File: config.mk
export PLATFORM = sky130hd
export DESIGN_NAME = mode_ctrl
export DESIGN_NICKNAME = d
export VERILOG_FILES = /design/src/rtl/mode_ctrl.sv
export SDC_FILE = /design/constraint.sdc
export NUM_CORES = 1
export LEC_CHECK = 0
export CAP_MARGIN = 25
export CORE_MARGIN = 1
export CORE_UTILIZATION = 55
export CTS_BUF_LIST = sky130_fd_sc_hd__clkbuf_8
export CTS_CLUSTER_SIZE = 28
export DETAILED_ROUTE_END_ITERATION = 8
export HOLD_SLACK_MARGIN = 0.15
export MAX_ROUTING_LAYER = met4
export PLACE_DENSITY = 0.79
export REMOVE_ABC_BUFFERS = 1
export SYNTH_ARGS = -nofsm -noshare
export SYNTH_HDL_FRONTEND = slang
export SYNTH_SLANG_ARGS = --single-unit
export TNS_END_PERCENT = 100
File: constraint.sdc
create_clock -name vin_clk_i -period 2.2 [get_ports vin_clk_i]
set_clock_uncertainty 0.05 [all_clocks]
set_input_delay 0.33 -clock vin_clk_i [delete_from_list [all_inputs] [get_ports vin_clk_i]]
set_output_delay 0.33 -clock vin_clk_i [all_outputs]
set_load 0.05 [all_outputs]
File: src/rtl/mode_ctrl.sv
// Front-panel mode controller: debounces next/prev buttons, steps a pending
// mode with wrap-around, and commits it to mode_o only on a vsync rising edge.
module mode_ctrl #(
  parameter int DEBOUNCE_CYC = 1000000,
  parameter int LONG_CYC     = 148500000,
  parameter int N_MODES      = 8,
  parameter int RESET_MODE   = 7
) (
  input  logic       vin_clk_i,
  input  logic       rst_ni,
  input  logic       btn_next_ni,
  input  logic       btn_prev_ni,
  input  logic       vin_vs_i,
  output logic [2:0] mode_o,
  output logic [2:0] pending_o,
  output logic       dirty_o,
  output logic       changed_o
);

  localparam int CW = $clog2(DEBOUNCE_CYC + 1);
  localparam int HW = $clog2(LONG_CYC + 1);

  localparam logic [2:0]    RST_M   = 3'(RESET_MODE);
  localparam logic [2:0]    MAX_M   = 3'(N_MODES - 1);
  localparam logic [CW-1:0] DB_LAST = CW'(DEBOUNCE_CYC - 1);
  localparam logic [HW-1:0] LP_LAST = HW'(LONG_CYC - 1);
  localparam logic [HW-1:0] LP_SAT  = HW'(LONG_CYC);

  function automatic logic [2:0] wrap_inc(input logic [2:0] m);
    return (m == MAX_M) ? 3'd0 : m + 3'd1;
  endfunction

  function automatic logic [2:0] wrap_dec(input logic [2:0] m);
    return (m == 3'd0) ? MAX_M : m - 3'd1;
  endfunction

  // Bit 0 carries the next button, bit 1 the prev button throughout.
  logic [1:0]    sync_p0, sync_p1;
  logic [1:0]    lvl_p1;
  logic [CW-1:0] db_cnt [2];
  logic [1:0]    db_p2, db_d_p2;
  logic [1:0]    press_p2;
  logic [HW-1:0] hold_cnt;
  logic          long_fire;
  logic          vs_q;
  logic          vs_rise;
  logic [2:0]    pend_nxt, mode_nxt;

  // Stage p0/p1: two-flop synchronizer, released (high) out of reset
  always_ff @(posedge vin_clk_i or negedge rst_ni) begin
    if (!rst_ni) begin
      sync_p0 <= 2'b11;
      sync_p1 <= 2'b11;
    end else begin
      sync_p0 <= {btn_prev_ni, btn_next_ni};
      sync_p1 <= sync_p0;
    end
  end

  assign lvl_p1 = ~sync_p1;

  // Stage p2: debounced levels; any return to the stable level restarts the count
  always_ff @(posedge vin_clk_i or negedge rst_ni) begin
    if (!rst_ni) begin
      for (int b = 0; b < 2; b++) db_cnt[b] <= '0;
      db_p2   <= 2'b00;
      db_d_p2 <= 2'b00;
    end else begin
      db_d_p2 <= db_p2;
      for (int b = 0; b < 2; b++) begin
        if (lvl_p1[b] == db_p2[b]) begin
          db_cnt[b] <= '0;
        end else if (db_cnt[b] == DB_LAST) begin
          db_p2[b]  <= ~db_p2[b];
          db_cnt[b] <= '0;
        end else begin
          db_cnt[b] <= db_cnt[b] + CW'(1);
        end
      end
    end
  end

  assign press_p2 = db_p2 & ~db_d_p2;

  // Hold counter saturates one past the fire point so a long hold fires once
  always_ff @(posedge vin_clk_i or negedge rst_ni) begin
    if (!rst_ni) begin
      hold_cnt <= '0;
    end else if (!db_p2[0]) begin
      hold_cnt <= '0;
    end else if (hold_cnt != LP_SAT) begin
      hold_cnt <= hold_cnt + HW'(1);
    end
  end

  assign long_fire = db_p2[0] && (hold_cnt == LP_LAST);
  assign vs_rise   = vin_vs_i & ~vs_q;

  always_comb begin
    pend_nxt = pending_o;
    if (long_fire) begin
      pend_nxt = RST_M;
    end else if (press_p2 == 2'b11) begin
      pend_nxt = pending_o;
    end else if (press_p2[0]) begin
      pend_nxt = wrap_inc(pending_o);
    end else if (press_p2[1]) begin
      pend_nxt = wrap_dec(pending_o);
    end
  end

  // The commit takes the pre-update pending value, so a coincident press lands a frame later
  assign mode_nxt = vs_rise ? pending_o : mode_o;

  // Stage p3: registered outputs
  always_ff @(posedge vin_clk_i or negedge rst_ni) begin
    if (!rst_ni) begin
      vs_q      <= 1'b0;
      pending_o <= RST_M;
      mode_o    <= RST_M;
      changed_o <= 1'b0;
      dirty_o   <= 1'b0;
    end else begin
      vs_q      <= vin_vs_i;
      pending_o <= pend_nxt;
      mode_o    <= mode_nxt;
      changed_o <= vs_rise && (pending_o != mode_o);
      dirty_o   <= (pend_nxt != mode_nxt);
    end
  end

endmodule

==> impl_metrics.env <==
export IMPL_outcome="complete, no violations"
export IMPL_start_util_pct=57.5
export IMPL_grt_pass1_wl_um=13400
export IMPL_vias=3030
export IMPL_ir_worst_vdd_uv=333
export IMPL_cts_sinks=85
export IMPL_insertion_delay_ns=0.36
export IMPL_ys_top_cells_by_count="83 x nor2_1, 75 x dfrtp_1, 36 x xnor2_1, 31 x nand2_1, 30 x xor2_1"
export IMPL_ant_nets=0
export IMPL_setup_tns_ns=0
export IMPL_die_h_um=89.5
export IMPL_yosysTopAreaCellShare_pct=44.6
export IMPL_final_cells=560
export IMPL_fmaxAchievable_mhz=469
export IMPL_cts_path_max_buffers=2
export IMPL_crit_type="reg -> out"
export IMPL_crit_path_end_kind="output port"
export IMPL_area_delta_synth_final_pct=13.7
export IMPL_ys_flop_type="dfrtp_1"
export IMPL_tightest_slew_ns=0.500
export IMPL_ios=13
export IMPL_wl_per_cell_um=13.9
export IMPL_cp_cell_sequence="clkdlybuf4s50_1"
export IMPL_grt_pass1_vias=2968
export IMPL_synth_edf_count=0
export IMPL_layout_drive_gt1_share_pct=13.4
export IMPL_antenna_found_initial=0
export IMPL_clk_pin_slew_ns=0.09
export IMPL_synth_cells=425
export IMPL_path_max_fanout=5
export IMPL_rows=31
export IMPL_worstPathArrival_ns=1.75
export IMPL_cellLeakagePower_uw=0.00201
export IMPL_grt_max_degree=48
export IMPL_cp_top_family="buffers and inverters"
export IMPL_hp_class="reg -> reg"
export IMPL_overflow=0
export IMPL_vias_per_cell=5.41
export IMPL_cts_root_buf="clkbuf_8"
export IMPL_nets=469
export IMPL_finalHoldViolations=0
export IMPL_dp_hpwl_um=5470
export IMPL_yosysUniqueCellTypes=46
export IMPL_finalSetupViolCount=0
export IMPL_maxSlewViolCount=0
export IMPL_nFillCells=559
export IMPL_cap_violations=0
export IMPL_cts_tree="done"
export IMPL_drc=0
export IMPL_die_x_um=89.5
export IMPL_ys_ff_latch=85
export IMPL_crit_slowest_cell="clkdlybuf4s50_1"
export IMPL_cp_required_ns=1.82
export IMPL_async_reset_ff_share_pct=100
export IMPL_critPathMaxStageDelay_ns=0.81
export IMPL_post_route_period_util_pct=96.9
export IMPL_h_tree_depth=3
export IMPL_preCtsSetupSlack_ns=0.0772
export IMPL_drt_first_pass_iters=5
export IMPL_wirelength_um=7780
export IMPL_avgSynthCellArea_um2=9.91
export IMPL_grt_total_usage_pct=22.8
export IMPL_port_buffers=12
export IMPL_synth_area_top_cells="dfrtp_1 45%, xnor2_1 7.5%, nor2_1 7.4%"
export IMPL_startpoint_type="flop"
export IMPL_whs_ns=0.308
export IMPL_ys_seq_area_share_pct=50.8
export IMPL_insertedDiodeCount=0
export IMPL_p_per_area_mw_per_mm2=582
export IMPL_syn_area_mm2=0.00421
export IMPL_die_area_mm2=0.00801
export IMPL_place_congestion=0.849
export IMPL_path_buf_inv=1
export IMPL_synth_warnings=0
export IMPL_place_inst=542
export IMPL_fin_ws_ns=0.0686
export IMPL_synth_top_cell_by_area="dfrtp_1"
export IMPL_synth_most_common_cell="nor2_1"
export IMPL_core_area_mm2=0.00733
export IMPL_slew_headroom_pct=66.5
export IMPL_drtIter0Drc=138
export IMPL_cts_buffers=9
export IMPL_period_needed_ns=2.13
[registers in the layout, indices dropped and copies added, names as in the netlist]
| signal | flops |
|---|---|
| pending_o | 3 |
| hold_cnt | 28 |
| mode_o | 3 |
| sync_p0 | 2 |
| db_cnt | 40 |
| sync_p1 | 2 |
| vs_q | 1 |
| changed_o | 1 |
| dirty_o | 1 |
| db_p2 | 2 |
| db_d_p2 | 2 |
[worst paths after layout]
check,cells after the start,start,slack (ns),to
min in group asynchronous,2,rst_ni,0.43,hold_cnt[13]
min,0,sync_p0[1],0.31,sync_p1[1]
min reg2reg,0,sync_p0[1],0.31,sync_p1[1]
max reg2reg,6,hold_cnt[24],0.07,dirty_o
max,1,pending_o[1],0.07,pending_o[1]
max in group asynchronous,3,rst_ni,1.00,sync_p1[1]
[power by group]
group	leakage [uW]	switching, uW	total, uW	internal (uW)
combinational	0.000770	52.0	78.3	26.3
clock	0.000100	568	1120	553
sequential	0.00114	11.1	1590	1580
total	0.00201	631	2790	2160
[placed cells by master, fill, tap and decap left out, types with 4 or more instances in the layout]
master / n
nor4b_1: 4
dfstp_2: 10
mux2i_1: 5
nand3_1: 24
and3_1: 9
nand2_1: 31
clkdlybuf4s50_1: 9
nor4_1: 5
buf_4: 17
nor3_1: 8
clkbuf_8: 10
xor2_1: 30
nor2_1: 83
inv_1: 17
o21ai_0: 5
ha_1: 8
dfrtp_1: 74
nand4_1: 15
a21oi_1: 4
and4_1: 4
nand2b_1: 5
xnor2_1: 36
[what timing repair did]
item	4_1_cts	5_1_grt
gates resized for setup	1	10
buffers inserted	0	1
hold buffers	1	0
endpoints found under the setup margin	1	22
endpoints found under the hold margin	32	0
gates cloned	0	0
[kinds of logic after synthesis]
group	Yosys count	synth area share, %
AO/OA/AOI/OAI	22	3.56
XOR/XNOR	66	13.7
adder cells (fa/ha/maj)	8	2.38
buffers and inverters	27	2.94
flip-flops	85	50.8
multiplexers	6	1.46
AND/OR/NAND/NOR	211	25.2
[worst register-to-register path: stages (launching register included)]
cell     delay (ns)
dfrtp_1        0.42
or4_1          0.59
nor4_4         0.35
nand3_2        0.17
o21a_1         0.15
o32ai_2        0.20
o21ai_1        0.08
[per-stage QoR]
stage	power [uW]	instance area (um2)	utilization [%]
2_1_floorplan	1640	4150	-
6_report	2790	4790	65.3
3_5_place_dp	1700	4530	61.8
3_3_place_gp	1690	4530	61.8
5_1_grt	2900	4790	65.3
4_1_cts	2820	4740	64.7
[routing by layer]
layer	vias to the layer above	share of wire (%)	GRT usage [%]
li1	1502	-	-
met2	44	47	35.9
met4	0	1.3	6.49
met5	-	0	-
met1	1471	48	28.9
met3	13	3.6	6.46
[area by class of cell]
class	instances	area, um2	area share (%)
multi-input cells	313	1980	41.4
inverters	16	60.1	1.25
flip-flops and latches	85	2140	44.7
repair buffers	31	280	5.85
well taps	99	124	2.59
clock inverters	6	62.6	1.31
clock buffers	10	138	2.87
(Power assumes the default switching activity.)
